File: src/rtl/out_stream_sched.sv
// rtl/out_stream_sched.sv - layer sequencer for the output buffer
// Gives one result engine write ownership, then drains the buffer to the DMA stream.
module out_stream_sched #(
   parameter int DATA_WIDTH = 256,
   parameter int CNT_WIDTH  = 17
) (
   input  logic                  clk,
   input  logic                  rst,
   input  logic                  Start,
   input  logic [CNT_WIDTH-1:0]  Cfg_Beats,
   input  logic                  Cfg_Src,
   input  logic [DATA_WIDTH-1:0] S0_Data,
   input  logic                  S0_Valid,
   output logic                  S0_Ready,
   input  logic [DATA_WIDTH-1:0] S1_Data,
   input  logic                  S1_Valid,
   output logic                  S1_Ready,
   output logic [DATA_WIDTH-1:0] B_Data,
   output logic                  B_Valid,
   input  logic                  B_Ready,
   output logic                  B_Last,
   input  logic [DATA_WIDTH-1:0] R_Data,
   input  logic                  R_Valid,
   output logic                  R_Ready,
   output logic [DATA_WIDTH-1:0] M_Data,
   output logic                  M_Valid,
   input  logic                  M_Ready,
   output logic                  M_Last,
   output logic                  Busy,
   output logic                  Done,
   output logic                  Err
);

   typedef enum logic [2:0] {
      S_IDLE, S_FILL, S_FLUSH, S_WAIT, S_DRAIN, S_DONE
   } state_t;

   // Largest legal layer is 2**(CNT_WIDTH-1) beats, i.e. only the top bit set.
   localparam logic [CNT_WIDTH-1:0] MAX_BEATS = {1'b1, {(CNT_WIDTH-1){1'b0}}};
   localparam logic [CNT_WIDTH-1:0] ONE       = {{(CNT_WIDTH-1){1'b0}}, 1'b1};

   state_t                 state_q, state_d;
   logic [CNT_WIDTH-1:0]   beats_q, beats_d;
   logic                   src_q, src_d;
   logic [CNT_WIDTH-1:0]   wr_cnt_q, wr_cnt_d;
   logic [CNT_WIDTH-1:0]   rd_cnt_q, rd_cnt_d;
   logic                   err_q, err_d;

   logic                   cfg_ok;
   logic [CNT_WIDTH-1:0]   last_idx;
   logic                   wr_fire;

   assign cfg_ok   = (Cfg_Beats != '0) && (Cfg_Beats <= MAX_BEATS);
   assign last_idx = beats_q - ONE;
   assign Busy     = (state_q != S_IDLE);
   assign Err      = err_q;

   always_comb begin
      state_d  = state_q;
      beats_d  = beats_q;
      src_d    = src_q;
      wr_cnt_d = wr_cnt_q;
      rd_cnt_d = rd_cnt_q;
      err_d    = Start && !((state_q == S_IDLE) && cfg_ok);
      wr_fire  = 1'b0;
      B_Data   = '0;
      B_Valid  = 1'b0;
      B_Last   = 1'b0;
      S0_Ready = 1'b0;
      S1_Ready = 1'b0;
      R_Ready  = 1'b0;
      M_Data   = '0;
      M_Valid  = 1'b0;
      M_Last   = 1'b0;
      Done     = 1'b0;

      case (state_q)
         S_IDLE: begin
            if (Start && cfg_ok) begin
               beats_d  = Cfg_Beats;
               src_d    = Cfg_Src;
               wr_cnt_d = '0;
               rd_cnt_d = '0;
               state_d  = S_FILL;
            end
         end
         S_FILL: begin
            B_Data   = src_q ? S1_Data  : S0_Data;
            B_Valid  = src_q ? S1_Valid : S0_Valid;
            S0_Ready = !src_q && B_Ready;
            S1_Ready = src_q && B_Ready;
            wr_fire  = (src_q ? S1_Valid : S0_Valid) && B_Ready;
            if (wr_fire) begin
               wr_cnt_d = wr_cnt_q + ONE;
               if (wr_cnt_q == last_idx) state_d = S_FLUSH;
            end
         end
         S_FLUSH: begin
            B_Last  = 1'b1;
            state_d = S_WAIT;
         end
         // The buffer registers its drain start, so wait for data to actually appear.
         S_WAIT: begin
            if (R_Valid) state_d = S_DRAIN;
         end
         S_DRAIN: begin
            M_Data  = R_Data;
            M_Valid = R_Valid;
            R_Ready = M_Ready;
            M_Last  = R_Valid && (rd_cnt_q == last_idx);
            if (R_Valid && M_Ready) begin
               rd_cnt_d = rd_cnt_q + ONE;
               if (rd_cnt_q == last_idx) state_d = S_DONE;
            end
         end
         S_DONE: begin
            Done    = 1'b1;
            state_d = S_IDLE;
         end
         default: state_d = S_IDLE;
      endcase
   end

   always_ff @(posedge clk) begin
      if (rst) begin
         state_q  <= S_IDLE;
         beats_q  <= '0;
         src_q    <= 1'b0;
         wr_cnt_q <= '0;
         rd_cnt_q <= '0;
         err_q    <= 1'b0;
      end else begin
         state_q  <= state_d;
         beats_q  <= beats_d;
         src_q    <= src_d;
         wr_cnt_q <= wr_cnt_d;
         rd_cnt_q <= rd_cnt_d;
         err_q    <= err_d;
      end
   end

endmodule

File: config.mk
export PLATFORM = sky130hd
export DESIGN_NAME = out_stream_sched
export DESIGN_NICKNAME = d
export VERILOG_FILES = /design/src/rtl/out_stream_sched.sv
export SDC_FILE = /design/constraint.sdc
export NUM_CORES = 1
export LEC_CHECK = 0
export CAP_MARGIN = 15
export CORE_AREA = 2 2 508 510
export CTS_CLUSTER_DIAMETER = 120
export CTS_CLUSTER_SIZE = 20
export DETAILED_ROUTE_END_ITERATION = 12
export DIE_AREA = 0 0 510 512
export PLACE_DENSITY = 0.3
export SLEW_MARGIN = 10
export SYNTH_ARGS = -nofsm -noshare
export SYNTH_HDL_FRONTEND = slang
export SYNTH_SLANG_ARGS = --single-unit
File: constraint.sdc
create_clock -name clk -period 3.7 [get_ports clk]
set_input_delay 0.925 -clock clk [delete_from_list [all_inputs] [get_ports clk]]
set_output_delay 0.925 -clock clk [all_outputs]
set_load 0.05 [all_outputs]
# Yosys cells after proc, flatten, opt, wreduce, memory -nomap -nowiden

Index checks and enable logic that the tools add are counted.

$lt $le $gt $ge: 1
Equal/unequal tests: 13
Reductions and logical operators: 20
Shift operators: 0
Bitwise logic cells: 0
$add $sub $neg: 3
Divide/modulo/power cells: 0
Multipliers: 0
Mux-type cells: 24

Operators with widths:

| kind                    | count |
|---|---|
| $mux W256               | 3 |
| $pmux W17 S2            | 2 |
| $mux W17                | 3 |
| $add A17 B1 Y17 const B | 2 |
| $eq A17 B17 Y1          | 2 |
| $mux W3                 | 6 |
| $le A17 B17 Y1 const B  | 1 |
| $reduce_bool A17 Y1     | 1 |
| $sub A17 B1 Y17 const B | 1 |
| $pmux W3 S5             | 1 |
| $ne A2 B2 Y1 const B    | 5 |
| $logic_and A1 B1 Y1     | 9 |
| $mux W1                 | 9 |
| $eq A3 B2 Y1 const B    | 2 |
| $eq A3 B3 Y1 const B    | 2 |
| $reduce_and A3 Y1       | 2 |
| $reduce_and A6 Y1       | 1 |
| $reduce_bool A2 Y1      | 2 |
| $eq A3 B1 Y1 const B    | 1 |
| $logic_not A3 Y1        | 1 |
| $reduce_bool A3 Y1      | 1 |
| $logic_not A1 Y1        | 2 |
| $ne A2 B1 Y1 const B    | 1 |
| $reduce_and A2 Y1       | 1 |

RAM bits: 0
Bits in registers: 56
Bits in latches: 0
Output and inout port bits: 522
Bits in read-only memories: 0
Memories: 0

# Depth between registers and ports, before layout

Gate-level depths: netlist (run 1).

Depth after elaboration: 5
Depth in mapped cells: 11
Depth with buffers taken out: 10

# Worst setup path after synthesis (run 1)

OpenSTA, ideal clock, no wires.

Kind: register to output
From: register beats_q[0]
To: output port M_Last
Arrival time: 2.446 ns
Data required time: 2.775 ns
Cell stages (with the launch flop): 10
Path slack: 0.329 ns
Cell sequence: dfxtp_1 -> buf_6 -> inv_1 -> ha_1 -> or3b_1 -> and4b_1 -> xnor2_1 -> o2111ai_1 -> nor4b_1 -> and3_1

Cells in the longest elaborated chain, start to end: 4

Ends and longest elaborated chain:

| element                | line | text |
|---|---|---|
| start, declared        | 43   | `logic [CNT_WIDTH-1:0] beats_q, beats_d;` |
| start signal, assigned | 134  | `beats_q <= beats_d;` |
| $sub A17 B1 Y17        | 54   | `assign last_idx = beats_q - ONE;` |
| $eq A17 B17 Y1         | 110  | `M_Last = R_Valid && (rd_cnt_q == last_idx);` |
| $logic_and A1 B1 Y1    | 110  |  |
| $mux W1                | 77   | `case (state_q)` |
| end, declared          | 28   | `output logic M_Last,` |

Every way passes these cells.

# Final worst setup path (run 1)

From: register beats_q[1]
To: output port M_Last

The elaborated chain is that of the path after synthesis.

==> flow_metrics.tcl, run 1 <==
set metrics [dict create \
    dieHeight_um 512 \
    hp-start "rd_cnt_q[1]$_SDFFE_PP0P_" \
    dpl.hpwl_um 188000 \
    gp_congestion 0.965 \
    r2r-start "beats_q[0]$_SDFFE_PP0P_" \
    max_freq_ghz 0.276 \
    wire_per_inst_um 33.1 \
    outcome "finished, final reports clean" \
    critPathRequiredTime_ns 2.77 \
    yosys.area.top_type "mux2i_1" \
    cp-end-kind "output pin" \
    synth_common_cells "nor2_1, and3_1, mux2i_1" \
    clk_pin_slew_ns 0.08 \
    grt_max_degree 140 \
    met3_usage 0.0734 \
    grt_pass1_wl_um 238000 \
    fin_crit_sh 0.980 \
    synth-seq-area-share 0.124 \
    finalPower_uw 4400 \
    crit_arrival_ns 2.70 \
    maxCapViolations 0 \
    hp-class "reg -> reg" \
    intPower_uw 2390 \
    clkPwrFrac 0.116 \
    ys_async_sr_fraction 0 \
    leakagePower_uw 0.0112 \
    fin_setup_tns_ns 0 \
    htree_levels 2 \
    drv_slew 0 \
    vias 16400 \
    vias_per_cell 2.70 \
    clock_latency_ns 0.31 \
    fin_nets 3421 \
    rrSetupSlack_ns 0.39 \
    p_switching_uw 2020 \
    dr.pass1.iters 5 \
    start_kind "flop" \
    use_met2 0.264 \
    fp.dieArea_mm2 0.261 \
    timing.rr.end "state_q[0]$_SDFFE_PP0P_" \
    powerDensity_mw_per_mm2 151 \
    synth_nets 2121 \
    drive_gt1_frac 0.251 \
    grt_overflow_total 0 \
    synth-edff-count 0 \
    min_path_cells 2 \
    drc 0 \
    io_pins 1316 \
    fin_skew_ns 0.0140 \
    grt_use_met1 0.156 \
    grt.total_usage 0.148 \
    ir_worst_vdd_mv 0.148 \
    synthesis.instances 1324 \
    cts_root_buffer "clkbuf_16" \
    comb_power_share 0.737 \
    post_synth.cell_area_avg_um2 6.84 \
    routed_wl_um 201000 \
    port_buffers 1315 \
    hold_buffers 0 \
    core_area_mm2 0.256 \
    ys_ff_latch 56 \
    ff2ff_path_depth 11 \
    tightestPinTransition_ns 0.789 \
    hold_violations 0 \
    final_antenna_net_count 0 \
    critical_path_class "reg -> out" \
    synthMostInstantiatedCell "nor2_1" \
    hold_end "rd_cnt_q[1]$_SDFFE_PP0P_" \
    cts_buffers 5 \
    synth_flop_cell "dfxtp_1" \
    ys_types 56 \
    synthTopCellsByArea "mux2i_1, and3_1, nor2_1, dfxtp_1, clkbuf_1" \
    rows 186 \
    die_w_um 510 \
    cts_max_path_buffers 2 \
    grt.busiest_layer "met2" \
    netlist.area_leader.share 0.286 \
    fin_crit_ns 3.62 \
    initial_core_util 0.0354 \
    rsz0062_at_grt "true" \
    maxSlewHeadroom 0.459 \
    antenna_found_initial 251 \
    ys.warnings.count 0 \
    cts_sinks 56 \
    swShare 0.458 \
    grt_pass1_vias 16400 \
    p_seq_frac 0.147 \
    drtIter0Drc 773 \
    cts_tree "done" \
    area_growth_pct 223 \
    critPathMaxFanout 4 \
    finalSetupViolations 0 \
    syn-cell-area_mm2 0.00906 \
]
## area by class of cell
| cell class | count | area, um^2 |
|---|---|---|
| Multi-Input combinational cell | 1122 | 7490 |
| Timing Repair Buffer | 1431 | 16000 |
| Clock inverter | 1 | 7.51 |
| Tap cell | 3384 | 4230 |
| Antenna cell | 67 | 168 |
| Sequential cell | 56 | 1130 |
| Inverter | 8 | 32.5 |
| Fill cell | 29400 | 227000 |
| Clock buffer | 7 | 143 |
## flip-flops by register name (all words and copies together) (netlist names)
register  cells
Err           1
beats_q      17
rd_cnt_q     17
src_q         1
state_q       3
wr_cnt_q     17
## power by group through the flow
stage / registers (uW) / logic, uW / clock network (uW)
floorplan: 643 / 1250 / 0
global placement: 659 / 3250 / 0
detailed placement: 659 / 3240 / 0
CTS: 647 / 3280 / 528
global route: 649 / 3410 / 549
finish: 646 / 3250 / 510
## metrics by stage
step	setup slack, ns	instances	utilization	cell area, um^2	hold slack [ns]
4_1_cts	0.0115	6004	0.113	28900	0.514
6_report	0.0756	6076	0.114	29200	0.514
3_5_place_dp	-0.187	5995	0.112	28700	0.504
5_1_grt	-0.0962	6043	0.114	29200	0.544
3_3_place_gp	-0.139	5995	0.112	28700	0.494
2_1_floorplan	0.329	1324	-	9060	0.469
## worst max-delay path: stages (launching register included)
cell       delay, ns
dfxtp_4         0.37
inv_4           0.06
ha_4            0.15
or3b_4          0.41
and4b_1         0.32
xnor2_2         0.13
o2111ai_2       0.13
nor4b_2         0.33
buf_4           0.16
and3_4          0.18
buf_12          0.13
## kinds of logic after synthesis
group | count (synthesis) | synth area share
multiplexers | 260 | 0.287
AND/OR/NAND/NOR | 725 | 0.406
adder cells (fa/ha/maj) | 3 | 0.00414
buffers and inverters | 146 | 0.0661
XOR/XNOR | 72 | 0.0696
flip-flops | 56 | 0.124
AO/OA/AOI/OAI | 62 | 0.0435
## layer usage
| layer | routed length [um] | share of wire | vias up |
|---|---|---|---|
| met5 | 720 | 0.0036 | - |
| met4 | 4260 | 0.021 | 112 |
| met3 | 21800 | 0.11 | 370 |
| met2 | 100000 | 0.50 | 1050 |
| met1 | 74200 | 0.37 | 7571 |
| li1 | - | - | 7278 |
## repair_timing
| action | CTS | global route |
|---|---|---|
| setup endpoints to repair | 1 | 5 |
| gates resized for setup | 10 | 17 |
| gates cloned | 0 | 0 |
| pin swaps | 2 | 8 |
| buffers inserted | 1 | 5 |
## worst max-delay path by stage
| stage | depth (start not counted) | slack [ns] | startpoint | to |
|---|---|---|---|---|
| 2_1_floorplan | 9 | 0.33 | beats_q[0]$_SDFFE_PP0P_ | M_Last |
| 3_3_place_gp | 12 | -0.14 | Cfg_Beats[2] | wr_cnt_q[15]$_SDFFE_PP0P_ |
| 3_5_place_dp | 12 | -0.19 | Cfg_Beats[12] | wr_cnt_q[15]$_SDFFE_PP0P_ |
| 4_1_cts | 10 | 0.01 | beats_q[1]$_SDFFE_PP0P_ | M_Last |
| 5_1_grt | 10 | -0.1 | beats_q[8]$_SDFFE_PP0P_ | M_Last |
| 6_report | 10 | 0.08 | beats_q[1]$_SDFFE_PP0P_ | M_Last |
## cells in the final DEF (no fill, tap or decap), types with 3 or more instances in the layout
cell               n
a21oi_1           34
and2_1             6
and3_1           274
buf_12           258
buf_4            352
clkbuf_16          5
clkdlybuf4s50_1  821
dfxtp_1           53
dfxtp_4            3
diode_2           67
inv_1              6
mux2i_1          259
nand2_1           56
nand2b_1           5
nand3_1           23
nand3b_1           3
nand4_1           16
nor2_1           304
nor3_1             4
nor3_2             4
nor4_1             4
o21ai_0            7
or3_1              3
xnor2_1           24
xnor2_2            3
xor2_1            43
Note: power is estimated with default switching activity, not from simulation.
==> run 2, diff against run 1 <==
CORE_AREA = 2 2 514 516   (was 2 2 508 510)
DIE_AREA = 0 0 516 518   (was 0 0 510 512)
clock period = 4.2 ns   (was 3.7 ns; I/O delays follow)
==> flow_metrics.tcl, run 2 (synthesis gave the netlist of run 1 again) <==
set metrics [dict create \
    outcome "finished, final reports clean" \
    cp-end-kind "output pin" \
    ir_worst_vdd_mv 0.145 \
    fin_crit_ns 4.05 \
    clock_latency_ns 0.31 \
    crit_arrival_ns 3.00 \
    grt_max_degree 162 \
    drive_gt1_frac 0.166 \
    antenna_found_initial 277 \
    cts_setup_buffers 0 \
    critPathRequiredTime_ns 3.15 \
    critPathMaxFanout 63 \
    placed_cells 6080 \
    cts_buffers 5 \
    final_antenna_net_count 0 \
    hp-class "reg -> reg" \
    drv_slew 0 \
    fin_skew_ns 0.0160 \
    stdcell_count 6150 \
    clk_pin_slew_ns 0.08 \
    drc 0 \
    swShare 0.458 \
    clkPwrFrac 0.115 \
    p_seq_frac 0.148 \
    grt.total_usage 0.147 \
    comb_power_share 0.737 \
    cts_tree "done" \
    max_freq_ghz 0.247 \
    fin_nets 3369 \
    nFillCells 30500 \
    drtIter0Drc 698 \
    maxCapViolations 0 \
    fin_setup_tns_ns 0 \
    fin_crit_sh 0.965 \
    htree_levels 2 \
    maxSlewHeadroom 0.461 \
    wire_per_inst_um 33.4 \
    gp_congestion 0.919 \
    dr.pass1.iters 5 \
    rsz0062_at_grt "false" \
    r2r-start "beats_q[1]$_SDFFE_PP0P_" \
    core_area_mm2 0.262 \
    area_growth_pct 207 \
    rows 188 \
    powerDensity_mw_per_mm2 139 \
    intPower_uw 2100 \
    fp.dieArea_mm2 0.267 \
    finalSetupViolations 0 \
    vias_per_cell 2.63 \
    cts_root_buffer "clkbuf_16" \
    critical_path_class "reg -> out" \
    cts_sinks 56 \
    grt_pass1_vias 16300 \
    hold_violations 0 \
    p_switching_uw 1770 \
    leakagePower_uw 0.0103 \
    io_pins 1316 \
    cp-startpoint "state_q[2]$_SDFFE_PP0P_" \
    dieHeight_um 518 \
    routed_wl_um 205000 \
    final_cell_mix "clkdlybuf4s50_1, nor2_1, and3_1" \
    dpl.hpwl_um 193000 \
    port_buffers 1315 \
    tightestPinTransition_ns 0.807 \
    holdWs_ns 0.533 \
    cts_max_path_buffers 2 \
    grt_overflow_total 0 \
    start_kind "flop" \
    top_regs "beats_q (17), rd_cnt_q (17), wr_cnt_q (17)" \
    initial_core_util 0.0346 \
    hp-start "beats_q[1]$_SDFFE_PP0P_" \
    grt_pass1_wl_um 241000 \
    die_w_um 516 \
    layout_commonest_cell "clkdlybuf4s50_1" \
    vias 16200 \
]
-- run 2: cell types whose count changed in the layout (fill, tap and decap cells not counted), moves of 3 or more --
cell,delta
buf_4,-99
clkdlybuf4s50_1,+159
xnor2_1,+3
xnor2_2,-3
diode_2,-5
buf_12,-112
-- run 2: worst paths after layout --
path	endpoint	slack, ns	cells after the start
worst max-delay path	B_Data[81]	0.15	6
worst min-delay path	beats_q[1]$_SDFFE_PP0P_	0.53	2
worst max register to register	state_q[1]$_SDFFE_PP0P_	0.64	11
worst min register to register	beats_q[1]$_SDFFE_PP0P_	0.53	2
-- run 2: worst max-delay path, stage by stage (launching register included) --
cell,delay (ns)
dfxtp_4,0.50
nand2b_1,0.27
nand2b_4,0.40
buf_12,0.33
buf_12,0.21
nor2_1,0.59
buf_12,0.22
-- run 2: metrics by stage --
| step | util | cell area (um^2) | power (uW) | worst slack, ns |
|---|---|---|---|---|
| final | 0.107 | 27900 | 3880 | 0.149 |
| after global routing | 0.106 | 27800 | 4050 | 0.0132 |
| after CTS | 0.106 | 27700 | 3950 | 0.0914 |
| after detailed placement | 0.105 | 27500 | 3480 | 0.275 |
| after global placement | 0.105 | 27500 | 3500 | 0.258 |
| after floorplan | - | 9060 | 1670 | 0.704 |
-- run 2: layout make-up --
cell class                 count  area (um^2)  area share
tap                         3515         4400       0.158
multi-input combinational   1122         7370       0.265
antenna                       62          155     0.00557
sequential                    56         1130      0.0405
inverter                       8         30.0     0.00108
timing repair buffer        1379        14600       0.525
clock buffer                   6          129     0.00463
clock inverter                 2         16.3    0.000584
-- run 2: power groups by stage --
stage	registers [uW]	clock network (uW)	logic [uW]
2_1_floorplan	567	0	1100
3_3_place_gp	585	0	2910
3_5_place_dp	585	0	2900
4_1_cts	572	464	2910
5_1_grt	576	483	2990
6_report	573	445	2860
-- run 2: what timing repair did --
item                       CTS  global route
resized for setup            0             2
setup endpoints to repair    0             1
hold buffers                 0             0
-- run 2: metal layers --
layer / global-route usage / share of wire
met5: 0 / 0.0033
met4: 0.0302 / 0.029
met2: 0.289 / 0.54
met1: 0.136 / 0.33
met3: 0.0682 / 0.099
==> run 3, diff against run 2 <==
CORE_AREA = 2 2 508 510   (was 2 2 514 516)
DIE_AREA = 0 0 510 512   (was 0 0 516 518)
clock period = 4.5 ns   (was 4.2 ns; I/O delays follow)
==> flow_metrics.tcl, run 3 (synthesis gave the netlist of run 1 again) <==
set metrics [dict create \
    outcome "finished, final reports clean" \
    top_regs "beats_q (17), rd_cnt_q (17), wr_cnt_q (17)" \
    vias 16200 \
    final_antenna_net_count 0 \
    hold_buffers 0 \
    crit_arrival_ns 3.09 \
    critical_path_class "reg -> out" \
    fin_nets 3362 \
    fin_crit_sh 0.937 \
    htree_levels 2 \
    gp_congestion 0.979 \
    powerDensity_mw_per_mm2 133 \
    grt.total_usage 0.148 \
    tightestPinTransition_ns 0.850 \
    holdWs_ns 0.526 \
    final_cell_mix "clkdlybuf4s50_1, nor2_1, buf_4" \
    fin_crit_ns 4.22 \
    dpl.hpwl_um 188000 \
    drtIter0Drc 897 \
    maxSlewHeadroom 0.434 \
    stdcell_count 6016 \
    leakagePower_uw 0.00977 \
    drv_slew 0 \
    cts_setup_buffers 0 \
    max_freq_ghz 0.237 \
    grt_max_degree 151 \
    fin_skew_ns 0.0144 \
    drc 0 \
    vias_per_cell 2.69 \
    cts_resized 0 \
    drive_gt1_frac 0.133 \
    finalSetupViolations 0 \
    die_w_um 510 \
    rows 186 \
    port_buffers 1315 \
    dr.pass1.iters 5 \
    initial_core_util 0.0354 \
    core_area_mm2 0.256 \
    maxCapViolations 0 \
    routed_wl_um 201000 \
    finalPower_uw 3500 \
    grt_pass1_vias 16300 \
    rsz0062_at_grt "false" \
    grt_pass1_wl_um 237000 \
    area_growth_pct 191 \
    antenna_found_initial 240 \
    io_pins 1316 \
    hp-class "reg -> reg" \
    critPathMaxFanout 5 \
    cts_sinks 56 \
    ff2ff_path_depth 8 \
    grt_overflow_total 0 \
    ir_worst_vdd_mv 0.118 \
    cp-end-kind "output pin" \
    critPathRequiredTime_ns 3.38 \
    fin_setup_tns_ns 0 \
    wire_per_inst_um 33.5 \
    start_kind "flop" \
    clock_latency_ns 0.31 \
    cts_tree "done" \
    cts_max_path_buffers 2 \
    hold_violations 0 \
    clk_pin_slew_ns 0.08 \
    layout_commonest_cell "clkdlybuf4s50_1" \
    dieHeight_um 512 \
    fp.dieArea_mm2 0.261 \
    placed_cells 5942 \
    min_path_cells 2 \
    cts_buffers 5 \
    cts_root_buffer "clkbuf_16" \
]
==> run 3: final timing paths <==
kind	endpoint	start	slack, ns
max	M_Last	beats_q[1]$_SDFFE_PP0P_	0.28
min	rd_cnt_q[1]$_SDFFE_PP0P_	rd_cnt_q[1]$_SDFFE_PP0P_	0.53
max reg2reg	wr_cnt_q[5]$_SDFFE_PP0P_	src_q$_SDFFE_PP0P_	1.13
min reg2reg	rd_cnt_q[1]$_SDFFE_PP0P_	rd_cnt_q[1]$_SDFFE_PP0P_	0.53
==> run 3: per-layer routing <==
| metal | vias up | part of all wire | global-route usage |
|---|---|---|---|
| li1 | 7150 | - | - |
| met1 | 7560 | 0.39 | 0.165 |
| met2 | 1038 | 0.49 | 0.262 |
| met3 | 332 | 0.092 | 0.0608 |
| met4 | 112 | 0.021 | 0.0241 |
| met5 | - | 0.0036 | 0 |
==> run 3: metrics by stage <==
| step | area [um^2] | utilization | setup slack, ns |
|---|---|---|---|
| finish | 26400 | 0.103 | 0.284 |
| global route | 26300 | 0.103 | 0.0157 |
| CTS | 26200 | 0.103 | 0.253 |
| detailed placement | 26100 | 0.102 | 0.319 |
| global placement | 26100 | 0.102 | 0.252 |
| floorplan | 9060 | - | 0.929 |
==> run 3: critical path, stage by stage (launching register included) <==
cell and delay (ns):
dfxtp_1 0.38, inv_1 0.10, ha_1 0.22, nor4b_4 0.36, and2_1 0.23, nand3_1 0.19, xnor2_1 0.24, o2111ai_1 0.15
nor4b_1 0.45, and3_1 0.24, buf_4 0.21
==> run 3: power by group <==
| group | total [uW] | switching, uW | internal (uW) | leakage, uW |
|---|---|---|---|---|
| Sequential | 535 | 29.9 | 505 | 0.000455 |
| Combinational | 2510 | 1400 | 1100 | 0.00924 |
| Clock | 461 | 199 | 262 | 0.0000802 |
==> run 3: cell type report <==
| cell class | count | area [um^2] |
|---|---|---|
| Antenna cell | 66 | 165 |
| Clock buffer | 5 | 125 |
| Inverter | 8 | 30.0 |
| Fill cell | 29700 | 229000 |
| Sequential cell | 56 | 1130 |
| Tap cell | 3384 | 4230 |
| Clock inverter | 3 | 42.5 |
| Timing Repair Buffer | 1372 | 13300 |
| Multi-Input combinational cell | 1122 | 7360 |
